$ cat src/rtl/neuron_if.sv
// Handshake channels of the neuron: forward operands/activation, backward error/gradients,
// plus the per-pass control bits (mode, train).
interface neuron_if #(
    parameter int unsigned WIDTH = 8,
    parameter int unsigned DEPTH = 2
);
    logic                     train;
    logic                     mode;
    logic                     input_forward_valid;
    logic                     input_forward_ready;
    logic [DEPTH*WIDTH-1:0]   input_forward_data;
    logic                     output_forward_valid;
    logic                     output_forward_ready;
    logic [WIDTH-1:0]         output_forward_data;
    logic                     input_backward_valid;
    logic                     input_backward_ready;
    logic [2*WIDTH-1:0]       input_backward_data;
    logic                     output_backward_valid;
    logic                     output_backward_ready;
    logic [DEPTH*2*WIDTH-1:0] output_backward_data;

    modport master (
        output train, mode,
        output input_forward_valid, input_forward_data, output_forward_ready,
        output input_backward_valid, input_backward_data, output_backward_ready,
        input  input_forward_ready, output_forward_valid, output_forward_data,
        input  input_backward_ready, output_backward_valid, output_backward_data
    );

    modport slave (
        input  train, mode,
        input  input_forward_valid, input_forward_data, output_forward_ready,
        input  input_backward_valid, input_backward_data, output_backward_ready,
        output input_forward_ready, output_forward_valid, output_forward_data,
        output input_backward_ready, output_backward_valid, output_backward_data
    );
endinterface

$ cat src/rtl/neuron.sv
// Single trainable neuron: time-multiplexed MAC forward pass with ReLU / hard-sigmoid
// activation and an optional backward pass that emits input gradients and updates weights.
module neuron #(
    parameter int unsigned WIDTH = 8,
    parameter int unsigned DEPTH = 2,
    parameter int unsigned SCALE = 1
) (
    input logic     clock,
    input logic     reset,
    neuron_if.slave bus_io
);
    localparam int unsigned DW = 2 * WIDTH;
    localparam int unsigned PW = 4 * WIDTH;
    localparam int unsigned EW = 4 * WIDTH + 2;
    localparam int unsigned CW = $clog2(DEPTH + 1);
    localparam int unsigned IW = $clog2(DEPTH);

    typedef logic signed [DW-1:0] word_t;
    typedef logic signed [EW-1:0] ext_t;

    localparam ext_t One     = ext_t'(1) <<< WIDTH;
    localparam ext_t Half    = One >>> 1;
    localparam ext_t Quarter = One >>> 2;
    localparam ext_t Two1    = One <<< 1;
    localparam ext_t NegTwo1 = -Two1;
    localparam ext_t MaxV    = (ext_t'(1) <<< (DW - 1)) - ext_t'(1);
    localparam ext_t MinV    = -(ext_t'(1) <<< (DW - 1));

    typedef enum logic [2:0] {StIdle, StMac, StAct, StFwd, StDel, StBwd, StOut} state_e;

    state_e                 state_q;
    logic [CW-1:0]          cnt_q;
    word_t                  w_q [DEPTH];
    word_t                  bwd_out_q [DEPTH];
    logic [WIDTH-1:0]       x_q [DEPTH];
    word_t                  b_q, s_q, delta_q, d_q;
    logic                   mode_q;
    logic signed [PW-1:0]   prod_q, upd_q;
    logic [WIDTH-1:0]       a_q;
    logic                   fwd_valid_q, bwd_valid_q;

    function automatic word_t sat(input ext_t v);
        if (v > MaxV) return MaxV[DW-1:0];
        if (v < MinV) return MinV[DW-1:0];
        return v[DW-1:0];
    endfunction

    logic [IW-1:0]        idx, pidx;
    word_t                x_ext, mul_a, mul_b, e_w;
    logic signed [PW-1:0] mul_p, upd_p;
    word_t                mac_sum, grad, w_new, b_new, delta_new, d_next;
    ext_t                 s_e, act_e;
    logic [WIDTH-1:0]     a_next;

    always_comb begin
        idx   = (cnt_q < CW'(DEPTH)) ? IW'(cnt_q) : '0;
        pidx  = IW'(cnt_q - 1'b1);
        x_ext = word_t'({{WIDTH{1'b0}}, x_q[idx]});
        e_w   = bus_io.input_backward_data;
        // One multiplier serves MAC (w*x), delta (e*d) and gradients (w*delta).
        mul_a = w_q[idx];
        mul_b = x_ext;
        if (state_q == StDel) begin
            mul_a = e_w;
            mul_b = d_q;
        end else if (state_q == StBwd) begin
            mul_b = delta_q;
        end
        mul_p = mul_a * mul_b;
        upd_p = delta_q * x_ext;

        mac_sum   = sat(ext_t'(s_q) + ext_t'(prod_q >>> WIDTH));
        grad      = sat(ext_t'(prod_q >>> WIDTH));
        w_new     = sat(ext_t'(w_q[pidx]) + ext_t'(upd_q >>> (WIDTH + SCALE)));
        b_new     = sat(ext_t'(b_q) + ext_t'(delta_q >>> SCALE));
        delta_new = sat(ext_t'(mul_p >>> WIDTH));

        s_e   = ext_t'(s_q);
        act_e = mode_q ? ((s_e >>> 2) + Half) : s_e;
        if (act_e[EW-1])     a_next = '0;
        else if (act_e >= One) a_next = '1;
        else                 a_next = act_e[WIDTH-1:0];
        if (mode_q) d_next = (s_e > NegTwo1 && s_e < Two1) ? Quarter[DW-1:0] : '0;
        else        d_next = (!s_q[DW-1] && s_q != '0 && s_e < One) ? One[DW-1:0] : '0;
    end

    always_ff @(posedge clock) begin
        if (reset) begin
            state_q     <= StIdle;
            cnt_q       <= '0;
            b_q         <= '0;
            s_q         <= '0;
            delta_q     <= '0;
            d_q         <= '0;
            mode_q      <= 1'b0;
            prod_q      <= '0;
            upd_q       <= '0;
            a_q         <= '0;
            fwd_valid_q <= 1'b0;
            bwd_valid_q <= 1'b0;
            for (int i = 0; i < DEPTH; i++) begin
                w_q[i]       <= '0;
                x_q[i]       <= '0;
                bwd_out_q[i] <= '0;
            end
        end else begin
            case (state_q)
                StIdle: if (bus_io.input_forward_valid) begin
                    for (int i = 0; i < DEPTH; i++) begin
                        x_q[i] <= bus_io.input_forward_data[i*WIDTH +: WIDTH];
                    end
                    mode_q  <= bus_io.mode;
                    s_q     <= b_q;
                    cnt_q   <= '0;
                    state_q <= StMac;
                end
                StMac: begin
                    // Product of index k is accumulated one cycle later.
                    prod_q <= mul_p;
                    if (cnt_q != '0) s_q <= mac_sum;
                    if (cnt_q == CW'(DEPTH)) state_q <= StAct;
                    else                     cnt_q   <= cnt_q + 1'b1;
                end
                StAct: begin
                    a_q     <= a_next;
                    d_q     <= d_next;
                    state_q <= StFwd;
                end
                StFwd: begin
                    if (!fwd_valid_q) begin
                        fwd_valid_q <= 1'b1;
                    end else if (bus_io.output_forward_ready) begin
                        fwd_valid_q <= 1'b0;
                        state_q     <= bus_io.train ? StDel : StIdle;
                    end
                end
                StDel: if (bus_io.input_backward_valid) begin
                    delta_q <= delta_new;
                    cnt_q   <= '0;
                    state_q <= StBwd;
                end
                StBwd: begin
                    prod_q <= mul_p;
                    upd_q  <= upd_p;
                    // w_i is written one cycle after its gradient product was taken.
                    if (cnt_q == '0) begin
                        b_q <= b_new;
                    end else begin
                        bwd_out_q[pidx] <= grad;
                        w_q[pidx]       <= w_new;
                    end
                    if (cnt_q == CW'(DEPTH)) state_q <= StOut;
                    else                     cnt_q   <= cnt_q + 1'b1;
                end
                StOut: begin
                    if (!bwd_valid_q) begin
                        bwd_valid_q <= 1'b1;
                    end else if (bus_io.output_backward_ready) begin
                        bwd_valid_q <= 1'b0;
                        state_q     <= StIdle;
                    end
                end
                default: state_q <= StIdle;
            endcase
        end
    end

    assign bus_io.input_forward_ready   = (state_q == StIdle);
    assign bus_io.input_backward_ready  = (state_q == StDel);
    assign bus_io.output_forward_valid  = fwd_valid_q;
    assign bus_io.output_forward_data   = a_q;
    assign bus_io.output_backward_valid = bwd_valid_q;

    for (genvar g = 0; g < DEPTH; g++) begin : gen_bwd_out
        assign bus_io.output_backward_data[g*DW +: DW] = bwd_out_q[g];
    end
endmodule

$ cat src/flat_wrapper.sv
// flat-port wrapper written by rule: the top's interface ports become plain ports
module neuron_flat 
#(
    parameter int unsigned WIDTH = 8,
    parameter int unsigned DEPTH = 2,
    parameter int unsigned SCALE = 1
)
  (clock, reset, bus_io_train, bus_io_mode, bus_io_input_forward_valid, bus_io_input_forward_data, bus_io_output_forward_ready, bus_io_input_backward_valid, bus_io_input_backward_data, bus_io_output_backward_ready, bus_io_input_forward_ready, bus_io_output_forward_valid, bus_io_output_forward_data, bus_io_input_backward_ready, bus_io_output_backward_valid, bus_io_output_backward_data);
  neuron_if #(.WIDTH(WIDTH), .DEPTH(DEPTH)) bus_io_i ();
  input logic clock;
  input logic reset;
  input wire logic [$bits(bus_io_i.train)-1:0] bus_io_train;
  input wire logic [$bits(bus_io_i.mode)-1:0] bus_io_mode;
  input wire logic [$bits(bus_io_i.input_forward_valid)-1:0] bus_io_input_forward_valid;
  input wire logic [$bits(bus_io_i.input_forward_data)-1:0] bus_io_input_forward_data;
  input wire logic [$bits(bus_io_i.output_forward_ready)-1:0] bus_io_output_forward_ready;
  input wire logic [$bits(bus_io_i.input_backward_valid)-1:0] bus_io_input_backward_valid;
  input wire logic [$bits(bus_io_i.input_backward_data)-1:0] bus_io_input_backward_data;
  input wire logic [$bits(bus_io_i.output_backward_ready)-1:0] bus_io_output_backward_ready;
  output wire logic [$bits(bus_io_i.input_forward_ready)-1:0] bus_io_input_forward_ready;
  output wire logic [$bits(bus_io_i.output_forward_valid)-1:0] bus_io_output_forward_valid;
  output wire logic [$bits(bus_io_i.output_forward_data)-1:0] bus_io_output_forward_data;
  output wire logic [$bits(bus_io_i.input_backward_ready)-1:0] bus_io_input_backward_ready;
  output wire logic [$bits(bus_io_i.output_backward_valid)-1:0] bus_io_output_backward_valid;
  output wire logic [$bits(bus_io_i.output_backward_data)-1:0] bus_io_output_backward_data;
  assign bus_io_i.train = bus_io_train;
  assign bus_io_i.mode = bus_io_mode;
  assign bus_io_i.input_forward_valid = bus_io_input_forward_valid;
  assign bus_io_i.input_forward_data = bus_io_input_forward_data;
  assign bus_io_i.output_forward_ready = bus_io_output_forward_ready;
  assign bus_io_i.input_backward_valid = bus_io_input_backward_valid;
  assign bus_io_i.input_backward_data = bus_io_input_backward_data;
  assign bus_io_i.output_backward_ready = bus_io_output_backward_ready;
  assign bus_io_input_forward_ready = bus_io_i.input_forward_ready;
  assign bus_io_output_forward_valid = bus_io_i.output_forward_valid;
  assign bus_io_output_forward_data = bus_io_i.output_forward_data;
  assign bus_io_input_backward_ready = bus_io_i.input_backward_ready;
  assign bus_io_output_backward_valid = bus_io_i.output_backward_valid;
  assign bus_io_output_backward_data = bus_io_i.output_backward_data;
  neuron #(.WIDTH(WIDTH), .DEPTH(DEPTH), .SCALE(SCALE)) u_core (.clock(clock), .reset(reset), .bus_io(bus_io_i));
endmodule
$ cat config.mk
export PLATFORM = sky130hd
export DESIGN_NAME = neuron_flat
export DESIGN_NICKNAME = d
export VERILOG_FILES = /design/src/rtl/neuron_if.sv /design/src/rtl/neuron.sv /design/src/flat_wrapper.sv
export SDC_FILE = /design/constraint.sdc
export NUM_CORES = 2
export LEC_CHECK = 0
export ABC_AREA = 1
export ABC_CLOCK_PERIOD_IN_PS = 9600
export BUFFER_PORTS_ARGS = -buffer_cell sky130_fd_sc_hd__buf_2
export CELL_PAD_IN_SITES_DETAIL_PLACEMENT = 1
export CELL_PAD_IN_SITES_GLOBAL_PLACEMENT = 2
export CORE_MARGIN = 2
export CORE_UTILIZATION = 39
export DETAILED_ROUTE_END_ITERATION = 6
export PLACE_DENSITY_LB_ADDON = 0.05
export SLEW_MARGIN = 20
export SYNTH_ARGS = -nofsm -noshare
export SYNTH_HDL_FRONTEND = slang
export SYNTH_SLANG_ARGS = --single-unit
$ cat constraint.sdc
create_clock -name clock -period 9.6 [get_ports clock]
set_clock_uncertainty 0.15 [all_clocks]
set_input_delay 0.48 -clock clock [delete_from_list [all_inputs] [get_ports clock]]
set_output_delay 0.48 -clock clock [all_outputs]
set_load 0.01 [all_outputs]
==> results by group <==
Status
  • Run status: complete, no violations

Routing
  • DRC Markers: 0
  • Met2 Wirelength: 48000 um
  • Drt initial violations: 1085
  • Top Layer Used: met5
  • Initial DRT Pass Iterations: 5
  • Via density: 5.19
  • DR WL/cell: 22.4 um
  • Met1 WL: 42100 um
  • Vias: 22563
  • Routed Antenna Nets: 0
  • Metal3 WL: 2970 um
  • Post-Route WL: 97500 um

Yosys
  • Top cell type's share of synthesized area: 28.3%
  • Post-synth EDFFs: 80
  • Post-synth top area cell: fa_1
  • Top_reg_cell synth: dfxtp_1
  • Post-synthesis register bit count: 186
  • Register area share after synthesis: 17.5%
  • Asr flop ratio synth: 0%
  • Distinct cells, synth: 52
  • Ranking of synthesized cells by area: fa_1, inv_1, edfxtp_1
  • Syn Area/Cell: 7.60 sq um
  • Synth Instances: 3401
  • Yosys Warn Count: 0
  • Post-Syn Nets: 3991
  • Mapped cell area: 25800 sq um

Finish
  • Most common cell after layout, fill and taps aside: inv_1
  • Area delta synth->final: 8.19%
  • Most frequent cells in the layout: inv_1, nand2_1, nor2_1, fa_1, a21oi_1
  • Share of cells above drive strength 1: 5.89%
  • Post-layout util: 42.6%
  • # nets final: 4057
  • Fillers: 8184

Placement
  • DP Worst Slack: 0.557 ns
  • Post-DP HPWL: 82400 um
  • Gpl congestion: 0.940
  • PortBufs: 83

Worst setup path
  • R2r setup slk: 0.63 ns
  • Startpoint Class: flop
  • CP required: 9.81 ns
  • Crit path DAT: 9.18 ns
  • CP max FO: 23
  • Cell mode on critical path: nand2_1
  • Worst reg2reg path startpoint: u_core.cnt_q[1]
  • Worst R2R End: u_core.delta_q[0]
  • R2R depth: 34
  • CP Capture Type: flop
  • WS Path Type: reg2reg
  • Crit-path slowest cell: fa_1
  • Crit path largest cell delay: 0.59 ns

Run
  • Max Cap Viol: 0

Global route
  • First-pass GRT wire length: 151000 um
  • Total track usage: 29.8%
  • Vias in the first global route: 25065
  • Antenna violations before repair: 5
  • Largest net degree at the start of global routing: 52
  • Grt total ovfl: 0

Hold path
  • Hold depth: 3
  • HP Class: in2reg
  • Hold path start: bus_io_input_forward_data[10]
  • Hold worst-path end: u_core.x_q[1][2]

Die
  • Top-Level Pins: 84
  • Die Y: 261 um
  • Core box area: 65600 sq um
  • # rows: 94
  • Die ar.: 68300 sq um
  • Initial Util: 39.4%
  • Die W: 261 um

STA
  • Slew Viols, Final: 0
  • Final hold violation count: 0
  • RSZ-0062 raised after global routing: no
  • Achievable Freq: 111 MHz
  • Tmin final: 8.97 ns
  • Setup ws final: 0.626 ns
  • Crit share post-route: 93.5%
  • Final setup fails: 0
  • Max transition margin: 31.7%
  • TNS Setup: 0 ns
  • Worst slew pin tran: 1.02 ns

Clock network
  • Resized Gates After CTS: 0
  • Num CTS Buffers: 17
  • Clk sinks: 186
  • Worst-Skew Late Latency: 0.50 ns
  • Max Root-Sink Buffers: 2
  • CTS tree: yes
  • Hold-fix buffers at CTS: 0
  • Worst-path clk slew: 0.08 ns
  • H-tree levels: 4
  • Post-CTS Setup Inserts: 0
  • Root buffer cell: clkbuf_16
## per-layer routing
metal / global-route usage [%] / vias to the layer above
met5: 0 / -
met2: 52.1 / 384
met4: 12.5 / 6
met3: 2.88 / 143
met1: 37.6 / 11472
li1: - / 10558
## flip-flops by register name, summed over array words and instances (netlist names)
name                                 cells
u_core.b_q                              16
u_core.bus_io.output_backward_valid      1
u_core.bus_io.output_forward_data        8
u_core.bus_io.output_forward_valid       1
u_core.bwd_out_q                        32
u_core.cnt_q                             2
u_core.d_q                               2
u_core.delta_q                          16
u_core.mode_q                            1
u_core.prod_q                           24
u_core.s_q                              16
u_core.state_q                           3
u_core.upd_q                            16
u_core.w_q                              32
u_core.x_q                              16
## final cells by class
class	instances	area [sq um]	area share, %
diodes	3	7.51	0.0268
flip-flops and latches	186	4520	16.2
repair buffers	133	791	2.83
clock buffers	18	429	1.53
multi-input cells	2373	18100	64.8
clock inverters	14	161	0.577
inverters	756	2840	10.2
well taps	864	1080	3.87
## worst max path at each step
stage / startpoint / end / slack (ns) / cells after the start
2_1_floorplan: u_core.cnt_q[1] / u_core.delta_q[10] / 1.68 / 31
3_3_place_gp: u_core.state_q[0] / u_core.delta_q[1] / 0.61 / 28
3_5_place_dp: u_core.state_q[0] / u_core.delta_q[2] / 0.56 / 27
4_1_cts: u_core.state_q[0] / u_core.delta_q[0] / 0.51 / 27
5_1_grt: u_core.cnt_q[1] / u_core.delta_q[0] / 0.11 / 29
6_report: u_core.cnt_q[1] / u_core.delta_q[0] / 0.63 / 34
## synthesized netlist by cell type (all sizes together) (9+ instances only)
master,n
clkinv,14
ha,185
a31oi,10
fa,365
o21ai,195
xor2,52
a21o,11
nand3,87
nor3,31
nor2,486
clkbuf,74
inv,742
xnor2,36
o21bai,9
o211ai,27
buf,12
nand2,598
dfxtp,106
nand4,14
nor4,10
edfxtp,80
a21oi,213
## critical path: cells and delay by family, from the launching register on
| family | cells | cell delay (ns) |
|---|---|---|
| fa+ha+maj | 8 | 3.67 |
| buf+inv | 9 | 1.52 |
| compound gates | 7 | 2.03 |
| simple gates | 10 | 1.07 |
| flops | 1 | 0.37 |
## stage by stage
| step | cell area [sq um] | std cells | hold slack (ns) |
|---|---|---|---|
| after CTS | 28000 | 4344 | 0.111 |
| after global routing | 28000 | 4344 | 0.149 |
| after global placement | 27400 | 4311 | 0.303 |
| final | 28000 | 4347 | 0.145 |
| after floorplan | 25800 | 3401 | 0.306 |
| after detailed placement | 27400 | 4312 | 0.310 |
## cell families (layout without fill, tap and decap cells)
family,count (synthesis),after routing,share of synthesized area [%]
AO/OA/AOI/OAI,495,495,10.6
XOR/XNOR,88,88,3.01
adder cells (fa/ha/maj),550,550,37.2
buffers and inverters,842,921,12.4
flip-flops,186,186,17.5
other,0,3,0
AND/OR/NAND/NOR,1240,1240,19.3
Power is not shown: default switching activity piles up to over one toggle a cycle in this logic, so the estimate is an artifact.
